[src/rtl/pipe_ctrl_pkg.sv]
// Shared opcode encodings, ALUOp codes and the control payload carried in the ID/EX register.
package pipe_ctrl_pkg;

  localparam int unsigned OPC_W   = 7;
  localparam int unsigned REG_W   = 5;
  localparam int unsigned FCNT_W  = 3;
  localparam int unsigned ALUOP_N = 2;

  localparam logic [OPC_W-1:0] OP_R      = 7'b0110011;
  localparam logic [OPC_W-1:0] OP_IALU   = 7'b0010011;
  localparam logic [OPC_W-1:0] OP_LOAD   = 7'b0000011;
  localparam logic [OPC_W-1:0] OP_STORE  = 7'b0100011;
  localparam logic [OPC_W-1:0] OP_BRANCH = 7'b1100011;
  localparam logic [OPC_W-1:0] OP_JAL    = 7'b1101111;
  localparam logic [OPC_W-1:0] OP_JALR   = 7'b1100111;

  localparam logic [ALUOP_N-1:0] ALUOP_LDST = 2'b00;
  localparam logic [ALUOP_N-1:0] ALUOP_BR   = 2'b01;
  localparam logic [ALUOP_N-1:0] ALUOP_R    = 2'b10;
  localparam logic [ALUOP_N-1:0] ALUOP_I    = 2'b11;

  typedef struct packed {
    logic               branch;
    logic               alusrc;
    logic               regwrite;
    logic [ALUOP_N-1:0] aluop;
    logic               memread;
    logic               memwrite;
    logic               memtoreg;
    logic               jump;
  } ctrl_t;

endpackage

[src/rtl/ctrl_decode_comb.sv]
// Pure opcode decoder: control word, legality and which source registers are read.
module ctrl_decode_comb
  import pipe_ctrl_pkg::*;
(
  input  logic [OPC_W-1:0] opcode_i,
  output ctrl_t            ctrl_o,
  output logic             legal_o,
  output logic             uses_rs1_o,
  output logic             uses_rs2_o
);

  always_comb begin
    ctrl_o     = '0;
    legal_o    = 1'b1;
    uses_rs1_o = (opcode_i != OP_JAL);
    uses_rs2_o = 1'b0;
    case (opcode_i)
      OP_R: begin
        ctrl_o.regwrite = 1'b1;
        ctrl_o.aluop    = ALUOP_R;
        uses_rs2_o      = 1'b1;
      end
      OP_IALU: begin
        ctrl_o.alusrc   = 1'b1;
        ctrl_o.regwrite = 1'b1;
        ctrl_o.aluop    = ALUOP_I;
      end
      OP_LOAD: begin
        ctrl_o.alusrc   = 1'b1;
        ctrl_o.regwrite = 1'b1;
        ctrl_o.aluop    = ALUOP_LDST;
        ctrl_o.memread  = 1'b1;
        ctrl_o.memtoreg = 1'b1;
      end
      OP_STORE: begin
        ctrl_o.alusrc   = 1'b1;
        ctrl_o.aluop    = ALUOP_LDST;
        ctrl_o.memwrite = 1'b1;
        uses_rs2_o      = 1'b1;
      end
      OP_BRANCH: begin
        ctrl_o.branch = 1'b1;
        ctrl_o.aluop  = ALUOP_BR;
        uses_rs2_o    = 1'b1;
      end
      OP_JAL, OP_JALR: begin
        ctrl_o.regwrite = 1'b1;
        ctrl_o.aluop    = ALUOP_BR;
        ctrl_o.jump     = 1'b1;
      end
      default: legal_o = 1'b0;
    endcase
  end

endmodule

[src/rtl/pipe_ctrl_decoder.sv]
// ID-stage decoder with registered ID/EX controls, load-use stall and multi-slot flush.
module pipe_ctrl_decoder
  import pipe_ctrl_pkg::*;
#(
  parameter int unsigned XLEN           = 32,
  parameter int unsigned ALUOP_W        = 2,
  parameter int unsigned FLUSH_SLOTS    = 2,
  parameter int unsigned ENABLE_LOADUSE = 1
) (
  input  logic               clk_i,
  input  logic               rst_i,
  input  logic [XLEN-1:0]    instr_i,
  input  logic               instr_valid_i,
  input  logic               branch_taken_i,
  output logic               stall_o,
  output logic               flush_o,
  output logic               illegal_o,
  output logic               ex_valid_o,
  output logic               ex_branch_o,
  output logic               ex_alusrc_o,
  output logic               ex_regwrite_o,
  output logic               ex_memread_o,
  output logic               ex_memwrite_o,
  output logic               ex_memtoreg_o,
  output logic               ex_jump_o,
  output logic [ALUOP_W-1:0] ex_aluop_o,
  output logic [REG_W-1:0]   ex_rd_o
);

  localparam bit                LU_EN      = (ENABLE_LOADUSE != 0);
  localparam logic [FCNT_W-1:0] FCNT_RELOAD = FCNT_W'(FLUSH_SLOTS - 1);

  ctrl_t             dec_ctrl;
  logic              dec_legal, dec_uses_rs1, dec_uses_rs2;
  logic [REG_W-1:0]  rs1, rs2, rd;

  ctrl_t             ex_ctrl_q, ex_ctrl_d;
  logic              ex_valid_q, ex_valid_d;
  logic [REG_W-1:0]  ex_rd_q, ex_rd_d;
  logic              illegal_q, illegal_d;
  logic [FCNT_W-1:0] fcnt_q, fcnt_d;

  logic              trigger, flush, rs_match, stall;
  logic              unused_instr_bits;

  assign rs1 = instr_i[19:15];
  assign rs2 = instr_i[24:20];
  assign rd  = instr_i[11:7];
  assign unused_instr_bits = ^{instr_i[XLEN-1:25], instr_i[14:12]};

  ctrl_decode_comb u_dec (
    .opcode_i   (instr_i[OPC_W-1:0]),
    .ctrl_o     (dec_ctrl),
    .legal_o    (dec_legal),
    .uses_rs1_o (dec_uses_rs1),
    .uses_rs2_o (dec_uses_rs2)
  );

  // Hazard detection; flush masks any stall in the same cycle.
  always_comb begin
    trigger  = branch_taken_i | (ex_valid_q & ex_ctrl_q.jump);
    flush    = trigger | (fcnt_q != '0);
    rs_match = (dec_uses_rs1 & (rs1 == ex_rd_q)) | (dec_uses_rs2 & (rs2 == ex_rd_q));
    stall    = LU_EN & ~flush & instr_valid_i & ex_valid_q & ex_ctrl_q.memread
               & (ex_rd_q != '0) & rs_match;
  end

  assign flush_o = flush;
  assign stall_o = stall;

  // Next ID/EX entry and flush counter; anything other than a clean legal issue is a bubble.
  always_comb begin
    ex_ctrl_d  = '0;
    ex_valid_d = 1'b0;
    ex_rd_d    = '0;
    illegal_d  = 1'b0;
    fcnt_d     = fcnt_q;

    if (trigger) begin
      fcnt_d = FCNT_RELOAD;
    end else if (fcnt_q != '0) begin
      fcnt_d = fcnt_q - FCNT_W'(1);
    end

    if (!flush && !stall && instr_valid_i) begin
      if (dec_legal) begin
        ex_ctrl_d  = dec_ctrl;
        ex_valid_d = 1'b1;
        ex_rd_d    = rd;
      end else begin
        illegal_d = 1'b1;
      end
    end
  end

  always_ff @(posedge clk_i) begin
    if (rst_i) begin
      ex_ctrl_q  <= '0;
      ex_valid_q <= 1'b0;
      ex_rd_q    <= '0;
      illegal_q  <= 1'b0;
      fcnt_q     <= '0;
    end else begin
      ex_ctrl_q  <= ex_ctrl_d;
      ex_valid_q <= ex_valid_d;
      ex_rd_q    <= ex_rd_d;
      illegal_q  <= illegal_d;
      fcnt_q     <= fcnt_d;
    end
  end

  assign illegal_o     = illegal_q;
  assign ex_valid_o    = ex_valid_q;
  assign ex_branch_o   = ex_ctrl_q.branch;
  assign ex_alusrc_o   = ex_ctrl_q.alusrc;
  assign ex_regwrite_o = ex_ctrl_q.regwrite;
  assign ex_memread_o  = ex_ctrl_q.memread;
  assign ex_memwrite_o = ex_ctrl_q.memwrite;
  assign ex_memtoreg_o = ex_ctrl_q.memtoreg;
  assign ex_jump_o     = ex_ctrl_q.jump;
  assign ex_aluop_o    = ALUOP_W'(ex_ctrl_q.aluop);
  assign ex_rd_o       = ex_rd_q;

endmodule

[config.mk]
export PLATFORM = sky130hd
export DESIGN_NAME = pipe_ctrl_decoder
export DESIGN_NICKNAME = d
export VERILOG_FILES = /design/src/rtl/pipe_ctrl_pkg.sv /design/src/rtl/ctrl_decode_comb.sv /design/src/rtl/pipe_ctrl_decoder.sv
export SDC_FILE = /design/constraint.sdc
export NUM_CORES = 1
export LEC_CHECK = 0
export ABC_CLOCK_PERIOD_IN_PS = 5400
export CAP_MARGIN = 25
export CORE_ASPECT_RATIO = 1.4
export CORE_MARGIN = 2
export CORE_UTILIZATION = 40
export DETAILED_ROUTE_END_ITERATION = 10
export PLACE_DENSITY_LB_ADDON = 0.05
export SLEW_MARGIN = 0
export SYNTH_ARGS = -nofsm -noshare
export SYNTH_HDL_FRONTEND = slang
export SYNTH_SLANG_ARGS = --single-unit
[constraint.sdc]
create_clock -name clk_i -period 5.4 [get_ports clk_i]
set_input_delay 1.08 -clock clk_i [delete_from_list [all_inputs] [get_ports clk_i]]
set_output_delay 1.08 -clock clk_i [all_outputs]
set_load 0.02 [all_outputs]
# Yosys cells after proc, flatten, opt, wreduce, memory -nomap -nowiden
# Index checks and enable logic that the tools add are counted.
# Widths: inputs -> output; s select.
totals:
  word_cells: 66
  input_bits: 36
  register_bits: 18
  out_inout_bits: 18
op_classes:
  n_addsub: 1
  bitwise_logic: 14
  muxes: 13
  eq_ne: 10
  reduce_logical: 16
ops:
  columns: ["operator", "n"]
  rows:
  - ["$eq 7x7->1 const B", 3]
  - ["$eq 7x6->1 const B", 2]
  - ["$mux 1", 12]
  - ["$reduce_or 3->1", 4]
  - ["$eq 5x5->1", 2]
  - ["$and 1x1->1", 8]
  - ["$eq 7x2->1 const B", 1]
  - ["$eq 7x5->1 const B", 1]
  - ["$ne 7x7->1 const B", 1]
  - ["$reduce_or 7->1", 1]
  - ["$pmux 2 s3", 1]
  - ["$reduce_or 2->1", 3]
  - ["$reduce_bool 5->1", 1]
  - ["$reduce_or 5->1", 1]
  - ["$not 1->1", 3]
  - ["$or 1x1->1", 3]
  - ["$reduce_bool 3->1", 1]
  - ["$sub 3x1->3 const B", 1]
  - ["$logic_and 1x1->1", 2]
  - ["$logic_not 1->1", 2]
  - ["$reduce_bool 2->1", 1]

# Depth between registers and ports, before layout
depth:
  word_depth: 14
  ltp_mapped: 8
  mapped_depth_nobuf: 7

# Hierarchy
# Synthesis repeated with hierarchy kept, for this count alone.
hier_totals:
  cells_unflattened: 117
  area_unflattened_um2: 1024.7
modules_own_cells:
  columns: ["mod", "cells_per_inst", "instances", "area_each_um2"]
  rows:
  - ["pipe_ctrl_decoder", 91, 1, 877.1]
  - ["ctrl_decode_comb", 26, 1, 147.6]

# Worst setup path before layout
# Ideal clock, no wire load.
synth_path:
  path_kind: "input -> output"
  start: "in instr_i[5]"
  end: "out stall_o"
  path_buffers: 1
  t_required_ps: 4320
  t_arrival_ps: 2053
  slack_ps: 2267
  path_stages: 5
  path_cell_list: "a21boi_0 nand4_1 nor4_1 o2111a_2 buf_6"
synth_via:
  elab_chain_cells: 6
  word_cells_on_any_way: 10
  classes_between: "eq/ne: 4; mux: 1; bitwise: 4; reduce/logical: 1"
synth_lines:
  columns: ["item", "line_no", "rtl"]
  rows:
  - ["start, declared", "pipe_ctrl_decoder.sv:12", "input logic [XLEN-1:0] instr_i,"]
  - ["$eq 7x6->1 or $eq 7x7->1 (tied branches)", "ctrl_decode_comb.sv:17", "case (opcode_i)"]
  - ["$reduce_or 3->1 (no line)", null, null]
  - ["$mux 1", "ctrl_decode_comb.sv:17", null]
  - ["$and 1x1->1", "pipe_ctrl_decoder.sv:63", "rs_match = (dec_uses_rs1 & (rs1 == ex_rd_q)) | (dec_uses_rs2 & (rs2 == ex_rd_q));"]
  - ["$or 1x1->1 (*)", "pipe_ctrl_decoder.sv:63", null]
  - ["$and 1x1->1 (*)", "pipe_ctrl_decoder.sv:65", "& (ex_rd_q != '0) & rs_match;"]
  - ["end, declared", "pipe_ctrl_decoder.sv:15", "output logic stall_o,"]
# Mark *: on every way between the ends. The rest lies on a longest branch, timed or not.

# Final worst setup path
# Ends and elaborated chain as after synthesis.

==> impl_results.md <==
- Tightest Pin Transition: 589.3 ps
- Net Sw Power: 0.07188 mW
- R2R depth: 7
- Fin crit period: 4541 ps
- Final Hold Vio Count: 0
- Power Total: 0.2822 mW
- Drt drc: 0
- Chip width: 44.86 um
- TritonCTS Buffers: 3
- P_leak: 0.4937 nW
- Setup Buffers After CTS: 0
- Max-slew violations: 0
- Grt total ovfl: 0
- RSZ-0062 raised after global routing: no
- # rows: 20
- Final setup margin: 858.8 ps
- Area leader, netlist: dfxtp_1
- Final period utilization: between 80% and 90%
- Post-layout util: about 64%
- GR Util met2: 34.58%
- GRT Total Usage: 18.06%
- Met3 Resource Use GR: 2.933%
- Int Power: 0.2103 mW
- Combinational power share: 21.7%
- WL per Instance: about 14 um
- Power Density: around 200 nW/um^2
- Wire length of the first global-routing pass: between 3 and 4 mm
- Critical path capture point: stall_o
- Filler cells: 200
- Hold_buf cts: 0
- Reg-to-reg startpoint: fcnt_q[0]
- CP max FO: 16
- Post-synth top area share: just under 40%
- Core Footprint: 2202 um^2
- Final instance area: 1399 um^2
- Post-synthesis cell area: 934.6 um^2
- Max Root-Sink Buffers: 2
- Commonest cells after routing, fill and taps aside: clkdlybuf4s50_1, dfxtp_1, xnor2_1, nor4_1, nor2_1
- Clock share of power: about 30%
- Peak supply drop: 131.8 uV
- Post_cts resized: 0
- DIE HEIGHT: about 61 um
- CP Capture Type: output port
- Largest net degree at the start of global routing: 19
- Share of layout cells above drive strength 1: 10.64%
- Outcome: completed
- DRT Pass-1 Iters: 4
- GR peak layer: met2
- Die area: roughly 2700 um^2
- Vias per cell: 5.399
- Post-Syn Area per Cell: 9.441 um^2
- M1 GR Usage: a little under a fifth
- Clock H-tree levels: 1
- Yosys reg bits: 18
- Net Sw Frac: 25.47%
- Final non-filler cell total: between 150 and 200
- Post-Route WL: about 2.3 mm
- Area grow syn2layout: 49.67%
- Gpl congestion: about 0.75
- CP startpoint: instr_i[5]
- Hold Slack: approximately 540 ps
- Port bufs: 43
- Layout net count: 180
- Setup-failing EPs final: 0
- Routed Antenna Nets: 0
- CTS root buf: clkbuf_4
- Setup TNS Final: 0 ps
- Crit path required time: 4320 ps
- Skew-Pair Late Insertion Delay: between 200 and 300 ps
- Initial antenna violation count: 0
- Syn Inst Count: 99
- Sequential share of power: between 40% and 50%
- Post-synth cell types: 36
- Number of global-route vias before repair: 863
- Area contributors post-synth: dfxtp_1, xnor2_1, nor4_1
- Max cap viols: 0
- Via count: 880
- DP HPWL: ~1.8 mm
- Data arrival time of the critical path: 3460 ps
- Tightest Hold Check Type: reg2reg
- Yosys warns: 0
- Pre-CTS WS: 850.4 ps
- # placed instances: 159
- DRT iter0 DRCs: 21
- CTS tree: done
- Net Count, Synth: 137
- Placed Instance Area: 1363 um^2
- Num ports: 54
- Most common cell after layout, fill and taps aside: clkdlybuf4s50_1
- # diodes: 0
- Reg2Reg Setup Slack: 3280 ps
- Register area share after synthesis: 38.55%
- Clock skew: 4.737 ps
- CTS sink cnt: 18
- Clock-pin slew on the worst setup and hold paths: 110 ps
- Slew headroom: 60.59%
- Starting density of the core: 42.44%
- Critical path type: in2out
- Maximum clock rate: 0.2202 GHz
- Critical R2R Capture: ex_memtoreg_o
- Crit start category: primary input
## power by group through the flow
stage	Sequential, mW	Clock [mW]	Combinational, mW
6_report	0.137	0.0840	0.0613
5_1_grt	0.137	0.0933	0.0670
4_1_cts	0.137	0.0873	0.0622
3_5_place_dp	0.140	0	0.0618
3_3_place_gp	0.140	0	0.0601
2_1_floorplan	0.140	0	0.0315
## worst min path at each step
stage	from	slack [ps]	cells after the start	to
after floorplan	fcnt_q[1]	490	2	fcnt_q[1]
after global placement	fcnt_q[1]	500	2	fcnt_q[1]
after detailed placement	fcnt_q[1]	530	2	fcnt_q[1]
after CTS	fcnt_q[1]	550	2	fcnt_q[1]
after global routing	fcnt_q[1]	590	2	fcnt_q[1]
final	fcnt_q[1]	540	2	fcnt_q[1]
## sequential cells by signal (all words and copies together) (netlist names)
register       flops
ex_regwrite_o      1
ex_memtoreg_o      1
illegal_o          1
ex_valid_o         1
ex_rd_o            5
ex_memwrite_o      1
ex_jump_o          1
fcnt_q             3
ex_alusrc_o        1
ex_branch_o        1
ex_aluop_o         2
## area by class of cell
cell class                 instances  area (um^2)  area share [%]
inverter                           4        15.01           1.073
clock buffer                       4        36.28           2.594
timing repair buffer              43        430.4           30.77
sequential                        18        360.3           25.76
multi-input combinational         72        529.3           37.84
tap                               22        27.53           1.968
## layer usage
| layer | share of wire, % | vias up |
|---|---|---|
| li1 | - | 442 |
| met1 | 39 | 410 |
| met2 | 56 | 24 |
| met3 | 3.7 | 4 |
| met4 | 1.2 | 0 |
| met5 | 0 | - |
## worst max-delay path, cell delays in order
cell,delay (ps)
clkdlybuf4s50_1,570
a21boi_0,230
nand4_1,120
nor4_1,300
o2111a_2,470
clkdlybuf4s50_1,670
## cell families after synthesis
group,after synthesis,share of synthesized area (%)
AND/OR/NAND/NOR,44,31.59
XOR/XNOR,11,10.31
AO/OA/AOI/OAI,14,10.98
multiplexers,1,1.071
buffers and inverters,9,4.819
adder cells (fa/ha/maj),2,2.677
flip-flops,18,38.55
## synth_stat cells
cell,number
a2111oi_0,1
a211o_2,1
a211oi_1,1
a21boi_0,1
a21o_1,1
a21oi_1,5
a21oi_2,1
buf_4,1
buf_6,1
clkbuf_1,3
dfxtp_1,18
ha_1,2
inv_1,4
mux2i_1,1
nand2_1,5
nand2b_1,5
nand2b_4,1
nand3_1,2
nand3_2,1
nand4_1,1
nor2_1,7
nor2b_4,1
nor3_1,4
nor3_4,1
nor4_1,9
nor4_2,1
nor4b_1,2
nor4b_2,1
o2111a_2,1
o2111ai_1,1
o22ai_1,1
or3_4,1
or4_1,1
or4_2,1
xnor2_1,9
xor2_1,2
(Power assumes the default switching activity.)
